[src/rtl/ttt_pkg.sv]
// Shared encodings for the tic-tac-toe engine: button directions, cell and
// winner codes, controller states and the four scan directions.
package ttt_pkg;

  // Cursor button encodings; 101..111 behave like idle
  localparam logic [2:0] DIR_IDLE  = 3'b000;
  localparam logic [2:0] DIR_UP    = 3'b001;
  localparam logic [2:0] DIR_DOWN  = 3'b010;
  localparam logic [2:0] DIR_RIGHT = 3'b011;
  localparam logic [2:0] DIR_LEFT  = 3'b100;

  // Two-bit cell contents
  localparam logic [1:0] CELL_EMPTY = 2'b00;
  localparam logic [1:0] CELL_P1    = 2'b01;
  localparam logic [1:0] CELL_P2    = 2'b10;

  // Game result
  localparam logic [1:0] WIN_NONE = 2'b00;
  localparam logic [1:0] WIN_P1   = 2'b01;
  localparam logic [1:0] WIN_P2   = 2'b10;
  localparam logic [1:0] WIN_DRAW = 2'b11;

  // Controller states
  typedef enum logic [1:0] {
    WAIT  = 2'b00,
    PLACE = 2'b01,
    CHECK = 2'b10,
    DONE  = 2'b11
  } state_t;

  // Window directions, in scan order
  typedef enum logic [1:0] {
    LINE_E  = 2'b00,
    LINE_S  = 2'b01,
    LINE_SE = 2'b10,
    LINE_SW = 2'b11
  } line_dir_t;

  // True for the four codes that actually move the cursor
  function automatic logic dir_active(input logic [2:0] d);
    return (d == DIR_UP) || (d == DIR_DOWN) || (d == DIR_RIGHT) || (d == DIR_LEFT);
  endfunction

endpackage

[src/rtl/ttt_line_checker.sv]
// Evaluates one K-long window of the board: whether it fits on the board and
// whether every cell in it holds the given player code.
module ttt_line_checker
  import ttt_pkg::*;
#(
  parameter int BOARD_N = 3,
  parameter int WIN_K   = 3,
  localparam int CELLS  = BOARD_N * BOARD_N,
  localparam int IDX_W  = $clog2(CELLS)
) (
  input  logic [2*CELLS-1:0] board,
  input  logic [IDX_W-1:0]   start,
  input  line_dir_t          line_dir,
  input  logic [1:0]         player,
  output logic               valid,
  output logic               hit
);

  // One extra bit so index sums never wrap before the bounds check
  localparam int AW = IDX_W + 1;
  localparam logic [AW-1:0] N_A     = AW'(BOARD_N);
  localparam logic [AW-1:0] CELLS_A = AW'(CELLS);
  localparam logic [AW-1:0] SPAN_A  = AW'(WIN_K - 1);

  logic [1:0]    cells [CELLS];
  logic [AW-1:0] start_a;
  logic [AW-1:0] row;
  logic [AW-1:0] col;
  logic [AW-1:0] step;
  logic [AW-1:0] idx;
  logic          all_match;

  for (genvar g = 0; g < CELLS; g++) begin : g_unpack
    assign cells[g] = board[2*g +: 2];
  end

  // Window geometry, on-board test and cell-by-cell compare
  always_comb begin
    start_a = {1'b0, start};
    row     = start_a / N_A;
    col     = start_a % N_A;
    step    = '0;
    valid   = 1'b0;
    case (line_dir)
      LINE_E: begin
        step  = AW'(1);
        valid = (col + SPAN_A) < N_A;
      end
      LINE_S: begin
        step  = N_A;
        valid = (row + SPAN_A) < N_A;
      end
      LINE_SE: begin
        step  = N_A + AW'(1);
        valid = ((row + SPAN_A) < N_A) && ((col + SPAN_A) < N_A);
      end
      LINE_SW: begin
        step  = N_A - AW'(1);
        valid = ((row + SPAN_A) < N_A) && (col >= SPAN_A);
      end
      default: begin
        step  = '0;
        valid = 1'b0;
      end
    endcase
    if (start_a >= CELLS_A) valid = 1'b0;

    all_match = 1'b1;
    idx       = start_a;
    for (int k = 0; k < WIN_K; k++) begin
      // Never read a cell past the end of the board
      if (idx < CELLS_A) begin
        if (cells[idx[IDX_W-1:0]] != player) all_match = 1'b0;
      end else begin
        all_match = 1'b0;
      end
      idx = idx + step;
    end
    hit = valid && all_match;
  end

endmodule

[src/rtl/ttt_game_engine.sv]
// N x N, K-in-a-row tic-tac-toe engine: cursor, turn handling, placement and
// a sequential win/draw scan of every window, one window per cycle.
//
// Handshake: there is no valid/ready pair. confirm and dir are levels that are
// edge-detected internally and only acted on in WAIT; busy marks the CHECK scan
// during which every input edge is dropped, and move_err is a one-cycle pulse.
module ttt_game_engine
  import ttt_pkg::*;
#(
  parameter int BOARD_N = 3,
  parameter int WIN_K   = 3,
  localparam int CELLS  = BOARD_N * BOARD_N,
  localparam int IDX_W  = $clog2(CELLS),
  localparam int CNT_W  = $clog2(CELLS + 1)
) (
  input  logic               clk,
  input  logic               reset,
  input  logic [2:0]         dir,
  input  logic               confirm,
  output logic [IDX_W-1:0]   cursor,
  output logic [2*CELLS-1:0] board,
  output logic               turn,
  output logic               busy,
  output logic               move_err,
  output logic               game_over,
  output logic [1:0]         winner,
  output state_t             fsm_state
);

  localparam logic [IDX_W-1:0] N_I      = IDX_W'(BOARD_N);
  localparam logic [IDX_W-1:0] LAST_I   = IDX_W'(CELLS - 1);
  localparam logic [IDX_W-1:0] BOTTOM_I = IDX_W'(CELLS - BOARD_N);
  localparam logic [CNT_W-1:0] FULL_C   = CNT_W'(CELLS);

  state_t           state_q;
  state_t           state_d;
  logic [1:0]       cells_q [CELLS];
  logic [CNT_W-1:0] move_cnt;
  logic [IDX_W-1:0] place_idx;
  logic [IDX_W-1:0] scan_cell;
  line_dir_t        scan_dir;
  logic [IDX_W-1:0] cursor_next;
  logic [IDX_W-1:0] cur_col;
  logic             dir_act_q;
  logic             conf_q;
  logic             dir_press;
  logic             place_req;
  logic             cur_empty;
  logic             scan_last;
  logic             lc_valid;
  logic             lc_hit;
  logic             window_hit;
  logic [1:0]       mover;

  for (genvar g = 0; g < CELLS; g++) begin : g_pack
    assign board[2*g +: 2] = cells_q[g];
  end

  assign mover      = turn ? CELL_P2 : CELL_P1;
  assign dir_press  = dir_active(dir) && !dir_act_q;
  assign place_req  = (state_q == WAIT) && confirm && !conf_q;
  assign cur_empty  = (cells_q[cursor] == CELL_EMPTY);
  assign scan_last  = (scan_cell == LAST_I) && (scan_dir == LINE_SW);
  assign window_hit = lc_valid && lc_hit;
  assign busy       = (state_q == CHECK);
  assign game_over  = (state_q == DONE);
  assign fsm_state  = state_q;

  ttt_line_checker #(
    .BOARD_N (BOARD_N),
    .WIN_K   (WIN_K)
  ) u_line_checker (
    .board    (board),
    .start    (scan_cell),
    .line_dir (scan_dir),
    .player   (mover),
    .valid    (lc_valid),
    .hit      (lc_hit)
  );

  // Saturating one-step cursor move for the current dir code
  always_comb begin
    cur_col     = cursor % N_I;
    cursor_next = cursor;
    case (dir)
      DIR_UP:    if (cursor >= N_I) cursor_next = cursor - N_I;
      DIR_DOWN:  if (cursor < BOTTOM_I) cursor_next = cursor + N_I;
      DIR_RIGHT: if (cur_col != (N_I - IDX_W'(1))) cursor_next = cursor + IDX_W'(1);
      DIR_LEFT:  if (cur_col != '0) cursor_next = cursor - IDX_W'(1);
      default:   cursor_next = cursor;
    endcase
  end

  // State register
  always_ff @(posedge clk) begin
    if (reset) state_q <= WAIT;
    else       state_q <= state_d;
  end

  // Next-state logic
  always_comb begin
    state_d = state_q;
    case (state_q)
      WAIT:  if (place_req && cur_empty) state_d = PLACE;
      PLACE: state_d = CHECK;
      CHECK: begin
        if (window_hit)     state_d = DONE;
        else if (scan_last) state_d = (move_cnt == FULL_C) ? DONE : WAIT;
      end
      DONE:    state_d = DONE;
      default: state_d = WAIT;
    endcase
  end

  // Datapath: edge detectors, cursor, board, turn, scan counters and result
  always_ff @(posedge clk) begin
    if (reset) begin
      for (int i = 0; i < CELLS; i++) cells_q[i] <= CELL_EMPTY;
      cursor    <= '0;
      turn      <= 1'b0;
      move_err  <= 1'b0;
      winner    <= WIN_NONE;
      move_cnt  <= '0;
      place_idx <= '0;
      scan_cell <= '0;
      scan_dir  <= LINE_E;
      dir_act_q <= 1'b0;
      conf_q    <= 1'b0;
    end else begin
      // Edge history runs in every state so a held button never re-fires
      dir_act_q <= dir_active(dir);
      conf_q    <= confirm;
      move_err  <= 1'b0;
      case (state_q)
        WAIT: begin
          // The placement target is captured before the cursor moves
          if (place_req) begin
            if (cur_empty) place_idx <= cursor;
            else           move_err  <= 1'b1;
          end
          if (dir_press) cursor <= cursor_next;
        end
        PLACE: begin
          cells_q[place_idx] <= mover;
          move_cnt  <= move_cnt + CNT_W'(1);
          scan_cell <= '0;
          scan_dir  <= LINE_E;
        end
        CHECK: begin
          if (window_hit) begin
            winner <= turn ? WIN_P2 : WIN_P1;
          end else if (scan_last) begin
            if (move_cnt == FULL_C) winner <= WIN_DRAW;
            else                    turn   <= ~turn;
          end else if (scan_dir == LINE_SW) begin
            scan_dir  <= LINE_E;
            scan_cell <= scan_cell + IDX_W'(1);
          end else begin
            scan_dir  <= line_dir_t'(scan_dir + 2'd1);
          end
        end
        default: begin
        end
      endcase
    end
  end

endmodule

[config.mk]
export PLATFORM = sky130hd
export DESIGN_NAME = ttt_game_engine
export DESIGN_NICKNAME = d
export VERILOG_FILES = /design/src/rtl/ttt_pkg.sv /design/src/rtl/ttt_line_checker.sv /design/src/rtl/ttt_game_engine.sv
export SDC_FILE = /design/constraint.sdc
export NUM_CORES = 1
export LEC_CHECK = 0
export CORE_MARGIN = 8
export CORE_UTILIZATION = 45
export DETAILED_ROUTE_END_ITERATION = 10
export GPL_ROUTABILITY_DRIVEN = 0
export PLACE_DENSITY = 0.73
export SETUP_SLACK_MARGIN = 0.4
export SLEW_MARGIN = 5
export SYNTH_ARGS = -nofsm -noshare
export SYNTH_HDL_FRONTEND = slang
export SYNTH_HIERARCHICAL = 1
export SYNTH_SLANG_ARGS = --single-unit
[constraint.sdc]
create_clock -name clk -period 8.6 [get_ports clk]
set_input_delay 2.58 -clock clk [delete_from_list [all_inputs] [get_ports clk]]
set_output_delay 2.58 -clock clk [all_outputs]
set_load 0.005 [all_outputs]
# After elaboration in Yosys (flattened, before gate mapping)
# Memories as Yosys holds them, arrays and structs flattened. A register that Yosys moved wholly into a read port is not among the register bits.
# Index checks and enable logic that the tools add are counted.
[word_totals]
mem_bits_rw = 18
latchBits = 0
in_bits = 6
rom_bits = 0
out_inout_bits = 30
wordCells = 153
n_memories = 1
register_bits = 26
[classes]
n_eq_ne = 25
n_lt_le_gt_ge = 12
shifts = 0
div = 3
n_mux = 51
add_sub_neg = 11
reduce_logical = 31
n_mul = 0
n_bitwise = 8
[memory_table]
columns = ["name", "words", "word_bits", "rd", "rd_ports_with_merged_regs", "wr", "line", "text"]
rows = [
  ["cells_q", 9, 2, 10, 1, 9, "ttt_game_engine.sv:37", "logic [1:0] cells_q [CELLS];"],
]
[op_table]
columns = ["cell", "n"]
rows = [
  ["4-bit 2-to-1 mux", 10],
  ["2-bit 2-to-1 mux", 18],
  ["2-bit binary-select mux with 4-bit select", 3],
  ["5-bit case mux with 4 select lines", 1],
  ["4-bit case mux with 4 select lines", 1],
  ["5-bit >= comparator, second input constant", 3],
  ["4-bit NOT with 5-bit output", 3],
  ["1-bit 2-to-1 mux", 14],
  ["4-bit by 1-bit adder with 4-bit output, second input constant", 3],
  ["5-bit by 2-bit adder with 5-bit output, second input constant", 2],
  ["5-bit by 2-bit < comparator with 1-bit output, second input constant", 2],
  ["5-bit by 4-bit < comparator with 1-bit output, second input constant", 2],
  ["2-bit by 1-bit inequality test with 1-bit output, second input constant", 5],
  ["1-bit logical AND", 9],
  ["3-bit AND reduction", 3],
  ["2-bit == test, second input constant", 4],
  ["4-bit == test, second input constant", 2],
  ["2-bit case mux with 4 select lines", 1],
  ["4-bit case mux with 2 select lines", 1],
  ["4-bit AND reduction", 2],
  ["4-bit nonzero test", 2],
  ["7-bit AND reduction", 1],
  ["3-bit by 2-bit == test with 1-bit output, second input constant", 2],
  ["2-bit logical NOT", 3],
  ["30 further kinds", 44],
]

# Longest topological paths before layout
[depth]
ltp_word = 16
mapped_depth = 26
mapped_depth_nobuf = 23

# Cells and area by module
# Netlist, hierarchy kept.
[modules_own_cells]
columns = ["module", "cells_each", "seq_area_each_um2", "area_each_um2", "instances"]
rows = [
  ["ttt_game_engine", 335, 1561.5, 3208.1, 1],
  ["ttt_line_checker", 166, 0.0, 1462.7, 1],
]

# Worst setup path after synthesis
# OpenSTA, ideal clock, no wires.
[synth_timing]
path_kind = "reg2reg"
startpoint = "register scan_dir[1]"
endpoint = "register scan_cell[3]"
period_less_slack_ns = 4.589
arrival_time_ns = 4.511
required_ns = 8.522
setup_time_ns = 0.078
setup_slack_ns = 4.011
path_stages_with_launch = 20
n_path_buf = 1
cell_sequence = "dfxtp_1 > inv_1 > ha_1 > fa_1 > clkbuf_1 > inv_1 > fa_1 > xnor2_1 > mux4_2 > mux2i_1 > mux2i_1 > a31oi_1 > nor4b_4 > and2_1 > or2_1 > nor2_1 > and2_1 > nand4_1 > xor2_1 > nor3_1"
[synth_via]
elab_chain_len = 16
word_cells_on_any_way = 32
classes_between = "add/sub (2); order compare (2); eq/ne (8); mux (13); bitwise (2); reduce/logical (5)"
[synth_lines]
columns = ["element", "line", "text"]
rows = [
  ["start, declared", "ttt_game_engine.sv:41", "line_dir_t scan_dir;"],
  ["start signal, assigned", "ttt_game_engine.sv:159", "scan_dir <= line_dir_t'(scan_dir + 2'd1);"],
  ["branches (longest 12 deep; another with 4-bit by 5-bit adder with 5-bit output)", "n/a", ""],
  ["1-bit logical AND *", "ttt_line_checker.sv:79", "hit = valid && all_match;"],
  ["named net lc_hit", "ttt_game_engine.sv:51", "logic lc_hit;"],
  ["1-bit logical AND *", "ttt_game_engine.sv:64", "assign window_hit = lc_valid && lc_hit;"],
  ["2-bit inequality test (no source line) *", "n/a", ""],
  ["4-bit AND reduction (no source line) *", "n/a", ""],
  ["end signal, assigned", "ttt_game_engine.sv:157", "scan_cell <= scan_cell + IDX_W'(1);"],
  ["end, declared", "ttt_game_engine.sv:40", "logic [IDX_W-1:0] scan_cell;"],
]
# Mark *: on every way through the listed nets, which the timed path passes. The select of a mux whose other input is x is not followed.
# A chain may end at the register's enable or synchronous reset.

# Worst setup path in the final report
[layout_timing]
startpoint = "register scan_cell[2]"
endpoint = "register scan_cell[3]"
[layout_via]
word_cells_on_any_way = 50
classes_between = "add/sub (5); div (2); order compare (7); eq/ne (6); mux (21); bitwise (3); reduce/logical (6)"
[layout_rtl]
columns = ["element", "line", "text"]
rows = [
  ["4-bit by 2-bit divider with 5-bit output or 4-bit by 2-bit modulo with 5-bit output (tied branches)", "ttt_line_checker.sv:40, ttt_line_checker.sv:41", ""],
  ["5-bit by 2-bit adder with 5-bit output, on equally long branches", "n/a", ""],
  ["5-bit by 2-bit < comparator with 1-bit output, on equally long branches", "n/a", ""],
  ["1-bit logical AND, on equally long branches", "ttt_line_checker.sv:59, ttt_line_checker.sv:55", ""],
  ["1-bit case mux with 4 select lines", "ttt_line_checker.sv:44", "case (line_dir)"],
  ["1-bit 2-to-1 mux *", "ttt_line_checker.sv:66", "if (start_a >= CELLS_A) valid = 1'b0;"],
  ["named net lc_valid", "ttt_game_engine.sv:50", "logic lc_valid;"],
  ["1-bit logical AND *", "ttt_line_checker.sv:79", ""],
  ["named net lc_hit", "ttt_game_engine.sv:51", ""],
  ["1-bit logical AND *", "ttt_game_engine.sv:64", ""],
  ["2-bit inequality test (no source line) *", "n/a", ""],
  ["4-bit AND reduction (no source line) *", "n/a", ""],
]
# Mark *: on every way through the listed nets, which the timed path passes. The rest lies on a longest branch. The select of a mux whose other input is x is not followed.

==> reports/qor.txt <==
OUTCOME
---------------------------------------------------------------------------------
Result of the run                                                    complete, no violations

GRT
---------------------------------------------------------------------------------
Tot GR Track Use                                                           15.99%
Global route total overflow                                                     0
Vias in the first global route                                               3800
Pin count of the biggest net entering global routing                           32
Wire length of the first global-routing pass                             18.64 mm
Initial antenna violation count                                                 0

LAYOUT
---------------------------------------------------------------------------------
Area of combinational cells with multiple inputs                         2892 µm²
Number of filler instances in the final layout                                941
Area used by sequential logic in the layout                              1562 µm²
Area Growth Syn to Fin                                                     12.72%
Number of antenna diodes                                                        0
Post-layout utilization of the core                                        51.70%
Post-route non-filler standard cell count                                     669
Fraction of layout instances using a drive strength above 1                9.381%
Total number of nets in the final design                                      565

CTS
---------------------------------------------------------------------------------
Source-to-sink clock delay at the later pin of the worst-skew pair        0.33 ns
Total clock sinks                                                              62
Worst-path clk slew                                                       0.07 ns
TritonCTS clock tree                                                         done
Setup Fix Bufs, Post-CTS                                                        0
Post-CTS Resized                                                                0
Number of CTS-inserted buffers                                                  9
Maximum buffer depth of the clock tree                                          2
Hold_buf cts                                                                    0
Max H-tree Level                                                                3
Root buffer cell                                                     sky130_fd_sc_hd__clkbuf_8

TIMING
---------------------------------------------------------------------------------
Transition time of the tightest slew-check pin                          0.6946 ns
Layout Skew                                                            0.01048 ns
Worst path setup slack after routing                                     3.362 ns
Number of failing hold endpoints at the final stage                             0
Post-Route Setup TNS                                                         0 ns
Final setup violating endpoints                                                 0
RSZ-0062 raised after global routing                                           no
Max Clock Freq                                                         0.1909 GHz
Number of max-slew violations in the final report                               0
Worst max-slew margin expressed relative to the limit                      53.64%
Min cycle time layout                                                    5.238 ns
Final cycle utilization of the critical path                               60.91%

YOSYS
---------------------------------------------------------------------------------
Average size of a mapped cell                                           9.323 µm²
Number of warnings printed during yosys synthesis                               6
Portion of synthesized cell area occupied by the leading cell type         20.57%
Cell types with the largest area share after synthesis               sky130_fd_sc_hd__edfxtp_1 21%, sky130_fd_sc_hd__dfxtp_1 13%, sky130_fd_sc_hd__ha_1 7.5%
Combined area of all synthesized cells                                   4671 µm²
Syn Nets                                                                      538
Most frequent cells after synthesis                                  74 x sky130_fd_sc_hd__nor2_1, 42 x sky130_fd_sc_hd__nand2_1, 32 x sky130_fd_sc_hd__edfxtp_1
Most common cell in the netlist                                      sky130_fd_sc_hd__nor2_1
Cell type with the highest aggregate area in the netlist             sky130_fd_sc_hd__edfxtp_1
Number of cells produced by synthesis                                         501
Async set or reset register ratio after synthesis                              0%
EDFF count, synth                                                              32
Seq/Total Area, Yosys                                                      33.43%
Most used DFF post-synth                                             sky130_fd_sc_hd__edfxtp_1
Number of synthesized register bits                                            62
Count of cell types in the netlist                                             80

DRT
---------------------------------------------------------------------------------
Detail Route Antenna Nets                                                       0
Count of vias placed by the detailed router                                  3864
Drt via density                                                             5.776
Violation count after the first detailed-route iteration                      336
Final routed DRC violation total                                                0
Aggregate routed wire length                                             11.00 mm
First-pass iteration count of the detailed router                               4
Average wire per standard cell                                           16.44 µm

PLACEMENT
---------------------------------------------------------------------------------
Number of cells in the design after placement                                 653
Total of buffers placed on input and output ports                              35
Worst slack, placed                                                      3.394 ns
HPWL reported at the end of detailed placement                           8.291 mm

WORST SETUP PATH
---------------------------------------------------------------------------------
End of the worst register-to-register path                           scan_cell[3]
Launching element type of the critical path                             flip-flop
Depth of the worst register-to-register path                                   21
Setup slack of the worst register-to-register path                        3.36 ns
Capturing element type of the critical path                             flip-flop
Endpoint required time on the critical path                               8.86 ns
Launch point of the worst reg-to-reg path                            scan_cell[2]
Worst-path fanout max                                                          18
Type of the worst setup path                                              reg2reg
WP data arrival                                                           5.50 ns

PWR
---------------------------------------------------------------------------------
Maximum ir drop on the vdd rail                                       0.0001322 V
Total chip power                                                         864.9 µW
Leakage                                                               0.002016 µW
PwrDens                                                              164.3 nW/µm²

FLOORPLANNING
---------------------------------------------------------------------------------
Width of the chip                                                        117.9 µm
Area of the core                                                        10180 µm²
Area of the die                                                         13900 µm²
FP Rows                                                                        37
Effective utilization at floorplan                                         45.86%
Height of the die                                                        117.9 µm
Number of top-level design ports                                               36

FLOW RUN
---------------------------------------------------------------------------------
Maximum capacitance violations                                                  0

WORST HOLD PATH
---------------------------------------------------------------------------------
Hold Startpoint                                                         winner[0]
Min-Delay Path Depth                                                            2
Min-Delay Endpoint                                                      winner[0]
Path class of the lowest-slack min-delay path                             reg2reg

==> critical path, cell delays in order, from the launching register on <==
cell and delay (ns):
sky130_fd_sc_hd__dfxtp_1 0.72, sky130_fd_sc_hd__ha_1 0.44, sky130_fd_sc_hd__inv_1 0.21, sky130_fd_sc_hd__nand3_1 0.11, sky130_fd_sc_hd__o21ai_0 0.09, sky130_fd_sc_hd__ha_1 0.23
sky130_fd_sc_hd__or4_4 0.56, sky130_fd_sc_hd__a21o_1 0.23, sky130_fd_sc_hd__a211oi_2 0.30, sky130_fd_sc_hd__nor2_1 0.11, sky130_fd_sc_hd__ha_1 0.23, sky130_fd_sc_hd__o221ai_1 0.07
sky130_fd_sc_hd__o22ai_1 0.09, sky130_fd_sc_hd__a22o_2 0.23, sky130_fd_sc_hd__nor4b_4 0.12, sky130_fd_sc_hd__and2_1 0.20, sky130_fd_sc_hd__or2_1 0.26, sky130_fd_sc_hd__nor2_1 0.27
sky130_fd_sc_hd__and2_1 0.26, sky130_fd_sc_hd__nand4_1 0.13, sky130_fd_sc_hd__xor2_1 0.18, sky130_fd_sc_hd__nor3_1 0.13
==> state kept, by name, summed over array words and instances, names as in the netlist, named ones only <==
name,flops
fsm_state,2
place_idx,4
dir_act_q,1
cursor,4
move_err,1
winner,2
move_cnt,4
scan_cell,4
turn,1
conf_q,1
cells_q,32
scan_dir,2
==> logic make-up after synthesis <==
group	Yosys count	share of synthesized area (%)
AND/OR/NAND/NOR	209	23.39
buffers and inverters	52	4.661
flip-flops	62	33.43
adder cells (fa/ha/maj)	32	9.028
multiplexers	31	10.02
XOR/XNOR	13	2.599
AO/OA/AOI/OAI	102	16.88
==> metal layers <==
| metal | vias to the layer above | track usage, % | part of all wire, % |
|---|---|---|---|
| met4 | 0 | 6.245 | 1.8 |
| met2 | 91 | 27.40 | 50 |
| li1 | 1886 | - | - |
| met1 | 1871 | 19.47 | 44 |
| met5 | - | 0 | 0 |
| met3 | 16 | 2.878 | 4.1 |
==> per-stage QoR <==
step	hold WS [ns]	instance area, µm²
final	0.5244	5265
after global routing	0.5552	5265
after CTS	0.5184	5265
after detailed placement	0.5050	5112
after global placement	0.4962	5112
after floorplan	0.4788	4671
==> worst max-delay path by stage <==
stage | startpoint | to | slack [ns] | cells after the start
global route | scan_cell[3] | scan_cell[3] | 2.89 | 21
global placement | dir[1] | flip-flop | 3.48 | 10
finish | scan_cell[2] | scan_cell[3] | 3.36 | 21
CTS | scan_cell[2] | scan_cell[3] | 3.39 | 20
floorplan | scan_dir[1] | scan_cell[3] | 4.01 | 19
detailed placement | scan_cell[2] | scan_cell[3] | 3.39 | 20
==> power breakdown <==
part           switching (µW)  internal, µW  total [µW]
sequential               45.8           335         381
clock                     100           103         203
combinational             147           134         281
total                     293           572         865
==> placed cells by master (no fill, tap or decap), types with 5 or more instances in the layout <==
cell type / instances
sky130_fd_sc_hd__a211oi_1: 5
sky130_fd_sc_hd__a21o_1: 7
sky130_fd_sc_hd__a21oi_1: 19
sky130_fd_sc_hd__a31oi_1: 6
sky130_fd_sc_hd__and2_1: 9
sky130_fd_sc_hd__clkbuf_8: 9
sky130_fd_sc_hd__clkdlybuf4s50_1: 35
sky130_fd_sc_hd__dfxtp_1: 30
sky130_fd_sc_hd__edfxtp_1: 32
sky130_fd_sc_hd__ha_1: 28
sky130_fd_sc_hd__inv_1: 27
sky130_fd_sc_hd__mux2i_1: 13
sky130_fd_sc_hd__mux4_2: 12
sky130_fd_sc_hd__nand2_1: 42
sky130_fd_sc_hd__nand2b_1: 6
sky130_fd_sc_hd__nand3_1: 9
sky130_fd_sc_hd__nand4_1: 6
sky130_fd_sc_hd__nor2_1: 74
sky130_fd_sc_hd__nor2b_1: 10
sky130_fd_sc_hd__nor3_1: 17
sky130_fd_sc_hd__nor3b_1: 5
sky130_fd_sc_hd__o21ai_0: 11
sky130_fd_sc_hd__o21ai_1: 5
sky130_fd_sc_hd__or3_1: 6
sky130_fd_sc_hd__xnor2_1: 5
sky130_fd_sc_hd__xor2_1: 7
==> area by class of cell <==
type | count | share of cell area, %
Sequential cell | 62 | 29.66
Clock inverter | 3 | 0.2614
Tap cell | 136 | 3.232
Inverter | 29 | 2.067
Multi-Input combinational cell | 387 | 54.92
Clock buffer | 13 | 2.638
Timing Repair Buffer | 39 | 7.224
Power figures use the tool's default switching activity.
